## src/rtl/mem_port_arbiter.sv

```systemverilog
// rtl/mem_port_arbiter.sv - arbitrates the single memory bus between fetch (IF) and load/store (DM)
// DM has priority; a saturating starvation counter forces an IF grant after STARVE_MAX DM grants.
module mem_port_arbiter #(
  parameter int N          = 32,
  parameter int STARVE_MAX = 4
) (
  input  logic         clk,
  input  logic         rst_n,
  input  logic         if_req,
  input  logic [N-1:0] if_addr,
  output logic         if_gnt,
  output logic         if_done,
  output logic [N-1:0] if_rdata,
  input  logic         dm_req,
  input  logic         dm_we,
  input  logic [N-1:0] dm_addr,
  input  logic [N-1:0] dm_wdata,
  output logic         dm_gnt,
  output logic         dm_done,
  output logic [N-1:0] dm_rdata,
  output logic         mem_req,
  output logic         mem_we,
  output logic [N-1:0] mem_addr,
  output logic [N-1:0] mem_wdata,
  input  logic [N-1:0] mem_rdata,
  input  logic         mem_ready,
  output logic         sel,
  output logic         busy
);

  localparam int SW = $clog2(STARVE_MAX + 1);
  localparam logic [SW-1:0] STARVE_LIM = SW'(STARVE_MAX);

  typedef enum logic [1:0] {IDLE, BUSY_IF, BUSY_DM} state_t;

  state_t          state, state_next;
  logic [SW-1:0]   starve_cnt;
  logic            dm_win, if_win;

  assign busy = (state != IDLE);

  always_comb begin
    dm_win     = dm_req && (!if_req || (starve_cnt < STARVE_LIM));
    if_win     = if_req && !dm_win;
    state_next = state;
    dm_gnt     = 1'b0;
    if_gnt     = 1'b0;
    case (state)
      IDLE: begin
        // No grants while reset is asserted, even though the state reads IDLE.
        if (rst_n) begin
          if (dm_win) begin
            dm_gnt     = 1'b1;
            state_next = BUSY_DM;
          end else if (if_win) begin
            if_gnt     = 1'b1;
            state_next = BUSY_IF;
          end
        end
      end
      BUSY_IF, BUSY_DM: begin
        if (mem_ready) state_next = IDLE;
      end
      default: state_next = IDLE;
    endcase
  end

  always_ff @(posedge clk) begin
    if (!rst_n) state <= IDLE;
    else        state <= state_next;
  end

  always_ff @(posedge clk) begin
    if (!rst_n) begin
      mem_req    <= 1'b0;
      mem_we     <= 1'b0;
      mem_addr   <= '0;
      mem_wdata  <= '0;
      sel        <= 1'b0;
      if_done    <= 1'b0;
      dm_done    <= 1'b0;
      if_rdata   <= '0;
      dm_rdata   <= '0;
      starve_cnt <= '0;
    end else begin
      if_done <= 1'b0;
      dm_done <= 1'b0;
      if (dm_gnt) begin
        mem_req   <= 1'b1;
        mem_we    <= dm_we;
        mem_addr  <= dm_addr;
        mem_wdata <= dm_wdata;
        sel       <= 1'b1;
        if (!if_req)                       starve_cnt <= '0;
        else if (starve_cnt != STARVE_LIM) starve_cnt <= starve_cnt + 1'b1;
      end else if (if_gnt) begin
        mem_req    <= 1'b1;
        mem_we     <= 1'b0;
        mem_addr   <= if_addr;
        mem_wdata  <= '0;
        sel        <= 1'b0;
        starve_cnt <= '0;
      end else if (busy && mem_ready) begin
        mem_req <= 1'b0;
        if (state == BUSY_IF) begin
          if_done  <= 1'b1;
          if_rdata <= mem_rdata;
        end else begin
          dm_done <= 1'b1;
          if (!mem_we) dm_rdata <= mem_rdata;
        end
      end
    end
  end

endmodule

```

## config.mk

```make
export PLATFORM = sky130hd
export DESIGN_NAME = mem_port_arbiter
export DESIGN_NICKNAME = d
export VERILOG_FILES = /design/src/rtl/mem_port_arbiter.sv
export SDC_FILE = /design/constraint.sdc
export NUM_CORES = 1
export LEC_CHECK = 0
export ABC_AREA = 1
export CORE_MARGIN = 5
export CORE_UTILIZATION = 40
export DETAILED_ROUTE_END_ITERATION = 7
export GPL_TIMING_DRIVEN = 1
export PLACE_DENSITY = 0.81
export REMOVE_ABC_BUFFERS = 1
export SYNTH_ARGS = -nofsm -noshare
export SYNTH_HDL_FRONTEND = slang
export SYNTH_SLANG_ARGS = --single-unit
```

## constraint.sdc

```tcl
create_clock -name clk -period 2.3 [get_ports clk]
set_input_delay 0.575 -clock clk [delete_from_list [all_inputs] [get_ports clk]]
set_output_delay 0.575 -clock clk [all_outputs]
set_load 0.005 [all_outputs]
```

## Word-level counts from Yosys, hierarchy flattened

Index checks and enable logic that the tools add are counted.

- Flip-flop bits (word level): 138
- Latch bits: 0
- Memory bits (writable): 0
- Bits in read-only memories: 0
- Bits of input ports: 134
- Output and inout port bits: 136
- Logic and storage cells: 68
- Memories kept: 0

- $add $sub $neg: 1
- Multiply operators: 0
- Div/mod/pow operators: 0
- Order comparisons: 1
- Equality and inequality tests: 6
- Shift-type cells: 0
- Multiplexer cells: 27
- Bitwise gates (word level): 6
- Reduce and logical (&&, ||, !) cells: 16

Operator list:

| kind | count |
|---|---|
| 32-bit two-way mux | 4 |
| 1-bit two-way mux | 15 |
| 3-bit two-way mux | 4 |
| 2-bit two-way mux | 3 |
| 3-bit inequality test (second input constant) | 2 |
| 1-bit inverter | 6 |
| 5-bit AND reduction | 1 |
| 2-bit case mux with 2 select lines | 1 |
| 2-bit AND reduction | 2 |
| 4-bit AND reduction | 1 |
| 2-bit nonzero test | 2 |
| 4-bit OR reduction | 1 |
| 3-bit by 1-bit adder with 3-bit output (second input constant) | 1 |
| 1-bit logical AND | 3 |
| 3-bit < comparator (second input constant) | 1 |
| 3-bit by 2-bit inequality test with 1-bit output (second input constant) | 1 |
| 3-bit nonzero test | 1 |
| 2-bit by 1-bit == test with 1-bit output (second input constant) | 1 |
| 2-bit == test (second input constant) | 1 |
| 1-bit logical NOT | 2 |
| 2-bit logical NOT | 1 |
| 2-bit inequality test (second input constant) | 1 |
| 2-bit OR reduction | 1 |
| 1-bit logical OR | 1 |

## Depth between registers and ports, before layout

- Word-level depth: 11
- Gate-level depth with buffers: 10
- Mapped depth without buffers: 8

## Least setup slack after synthesis

OpenSTA, ideal clock, no wires.

- Path type: input to output
- From: input port if_req
- To: output port if_gnt
- Arrival time: 1249 ps
- Required time: 1725 ps
- Slack: 476 ps
- Stages: 5
- Buffers on the path: 1
- Cell sequence: nand2_1 -> nand2_2 -> nand3_2 -> clkbuf_1 -> inv_1

- Word-level cells in the longest chain between the ends: 9

Ends and longest elaborated chain:

| element | RTL line | text |
|---|---|---|
| from (decl) | 9 | `input logic if_req,` |
| 1-bit logical NOT | - |  |
| 1-bit logical OR | 43 | `dm_win = dm_req && (!if_req \|\| (starve_cnt < STARVE_LIM));` |
| 1-bit logical AND | 43 |  |
| 1-bit logical NOT | 44 | `if_win = if_req && !dm_win;` |
| 1-bit logical AND | 44 |  |
| 1-bit two-way mux | 55 | `end else if (if_win) begin` |
| 1-bit two-way mux (*) | 52 | `if (dm_win) begin` |
| 1-bit two-way mux (*) | 51 | `if (rst_n) begin` |
| 1-bit two-way mux (*) | 48 | `case (state)` |
| to (decl) | 11 | `output logic if_gnt,` |

Every way passes the cells marked *; elsewhere a longest branch is shown, timed or not.

## Worst setup path in the final report

Same ends and word-level chain as after synthesis.

==> results.md <==
* Status: finished, final reports clean
* Number of I/O pins at 270
* Starting density of the core at 41.1%
* Initial antenna violation count at 3
* Clk sinks at 138
* Syn-to-layout area delta at 66.9%
* Worst Max-Slew Pin Slew at 599 ps
* Share of cells above drive strength 1 at 7.18%
* Sw frac at 26.5%
* Flop pwr share at 40.6%
* Row count at 41
* HPWL Detailed at 13.4 mm
* I/O Buffers at 269
* CP delay by family, top: buffers and inverters
* Endpoint class of the critical path: output port
* Worst hold margin at 445 ps
* Vias in the first global route at 5438
* Non-Filler Instances at 1162
* Worst path cell trace: clkdlybuf4s15_1 -> nand2_2 -> nand2_2 -> nand3_2 -> inv_2 -> clkdlybuf4s50_1
* Leakage at 3.78 nW
* Largest net degree at the start of global routing at 49
* Max-capacitance violation count at 0
* Crit start category: input pin
* CTS tree: built
* Fmax at 450 MHz
* Die ar. at 15400 µm²
* Nets at 1114
* Worst Path Max Fanout at 3
* Via/cell ratio at 4.82
* Final period util at 96.6%
* Final Hold Viols at 0
* Clock Skew at 8.06 ps
* Unrepaired setup endpoints after global routing: no
* Root Buffer: clkbuf_16
* Netlist cell types at 17
* Combinational Power Share at 22.0%
* Syn_area_per_cell at 7.38 µm²
* DRT Wirelength at 18.4 mm
* Global-route wire length before repair at 29.2 mm
* Seq/Total Area, Yosys at 52.9%
* Worst Path Buf+Inv at 3
* Min Tclk post-route at 2220 ps
* Final Power at 6.82 mW
* # setup viols final at 0
* Internal power at 5.01 mW
* Slew Limit Fails at 0
* Design area at 8720 µm²
* Cell total after placement at 1129
* Min-Delay Path Class: register to register
* Max incr delay on CP at 500 ps
* Wire per inst at 15.8 µm
* First-pass DRT Iterations at 5
* Post-synthesis cell count at 708
* Power Dens Cells at 782 nW/µm²
* Gr usage total at 23.4%
* Cts bufs inserted at 17
* Die Span X at 124 µm
* Worst skew pair latency at 420 ps
* Synthesis warning total at 0
* Cts-stage hold buffer count at 0
* Footprint of the multi-input gates at 2140 µm²
* CP most frequent cell: nand2_2
* Initial DRC count at 340
* Final ANT Viol Nets at 0
* Data arrival, critical path at 1650 ps
* Setup Crit Path Kind: input pin to output port
* Die H at 124 µm
* CP required at 1730 ps
* DR DRC count at 0
* H-tree depth at 4
* GRT overflow at 0
* Mapped Area at 5220 µm²
* Worst VDD drop at 537 µV
* Core region area at 12700 µm²
* RePlAce Congestion at 0.867
* # fillers at 1035
* Cell type of the slowest stage on the worst timing path: clkdlybuf4s50_1
* Finished Core Util at 68.5%
* Vias at 5604
* Sw Pwr at 1.81 mW
* Reg clk slew, reported paths at 60 ps
* FF+latch area at 2760 µm²
* Placed Area at 8140 µm²
* Slew HR at 60.0%
* Bufs on Longest Clock Path at 2
* Clk pwr share at 37.4%
* Yosys reg bits at 138
## synth_stat cells (all sizes together)
library cell / number / area, µm²
o211ai: 12 / 90.1
nor2: 73 / 282
buf: 14 / 88.8
dfxtp: 138 / 2760
ha: 4 / 50.1
clkbuf: 30 / 113
a21oi: 36 / 180
inv: 39 / 146
nand3: 55 / 280
o21ai: 41 / 205
nand2: 257 / 970
nand4: 9 / 56.3
## worst paths after layout
check	depth (start not counted)	slack [ps]	endpoint	start
max	6	80	if_gnt	if_req
min reg2reg	2	450	mem_wdata[27]	mem_wdata[27]
max reg2reg	9	570	dm_rdata[10]	state[0]
min	2	450	mem_wdata[27]	mem_wdata[27]
## power by group through the flow
stage	Combinational, mW	Clock, mW	Sequential, mW
2_1_floorplan	0.469	0	2.83
3_3_place_gp	1.48	0	2.81
3_5_place_dp	1.50	0	2.81
4_1_cts	1.51	2.59	2.77
5_1_grt	1.64	2.70	2.80
6_report	1.50	2.55	2.77
## area by class of cell
class | instances | share of cell area (%)
clock inverters | 11 | 1.11
well taps | 172 | 2.47
repair buffers | 293 | 33.1
flip-flops and latches | 138 | 31.7
diodes | 1 | 0.0287
clock buffers | 21 | 5.28
multi-input cells | 487 | 24.6
inverters | 39 | 1.68
## layer usage
| layer | global-route usage [%] | wire length [µm] |
|---|---|---|
| met5 | 0 | 21 |
| met4 | 9.09 | 375 |
| met3 | 11.5 | 2090 |
| met2 | 38.2 | 8650 |
| met1 | 26.2 | 7220 |
## state kept, by name (all words and copies together), names as in the netlist, 2 cells and up
name        cells
state           2
starve_cnt      3
dm_rdata       32
if_rdata       32
mem_addr       32
mem_wdata      32
## cell usage in the layout (no fill, tap or decap), drive strengths merged
master	synthesis	routed
nor2	73	73
a21oi	36	36
clkdlybuf4s15	0	1
o211ai	12	12
clkinv	0	7
buf	14	25
bufinv	0	1
ha	4	4
clkdlybuf4s50	0	264
nand4	9	9
inv	39	40
clkbuf	30	21
dlygate4sd2	0	3
diode	0	1
nand2	257	257
o21ai	41	41
dfxtp	138	138
nand3	55	55
clkinvlp	0	2
## through the flow
stage,setup WS (ps),TNS (ps)
floorplan,-1320,-102540
global placement,-245,-476
detailed placement,-262,-520
CTS,7.55,0
global route,13.6,0
finish,79.0,0
## cell families after synthesis
kind of cell / Yosys count / synth area share, %
AND/OR/NAND/NOR: 394 / 30.4
AO/OA/AOI/OAI: 89 / 9.10
adder cells (fa/ha/maj): 4 / 0.958
flip-flops: 138 / 52.9
buffers and inverters: 83 / 6.66
## worst min-delay path, stage by stage, from the launching register on
cell and delay (ps):
dfxtp_1 320, nand2_1 50, nand2_1 40
## what timing repair did
item / CTS / global route
setup endpoints to repair: 3 / 1
buffers inserted: 0 / 0
resized for setup: 7 / 5
Power figures use the tool's default switching activity.
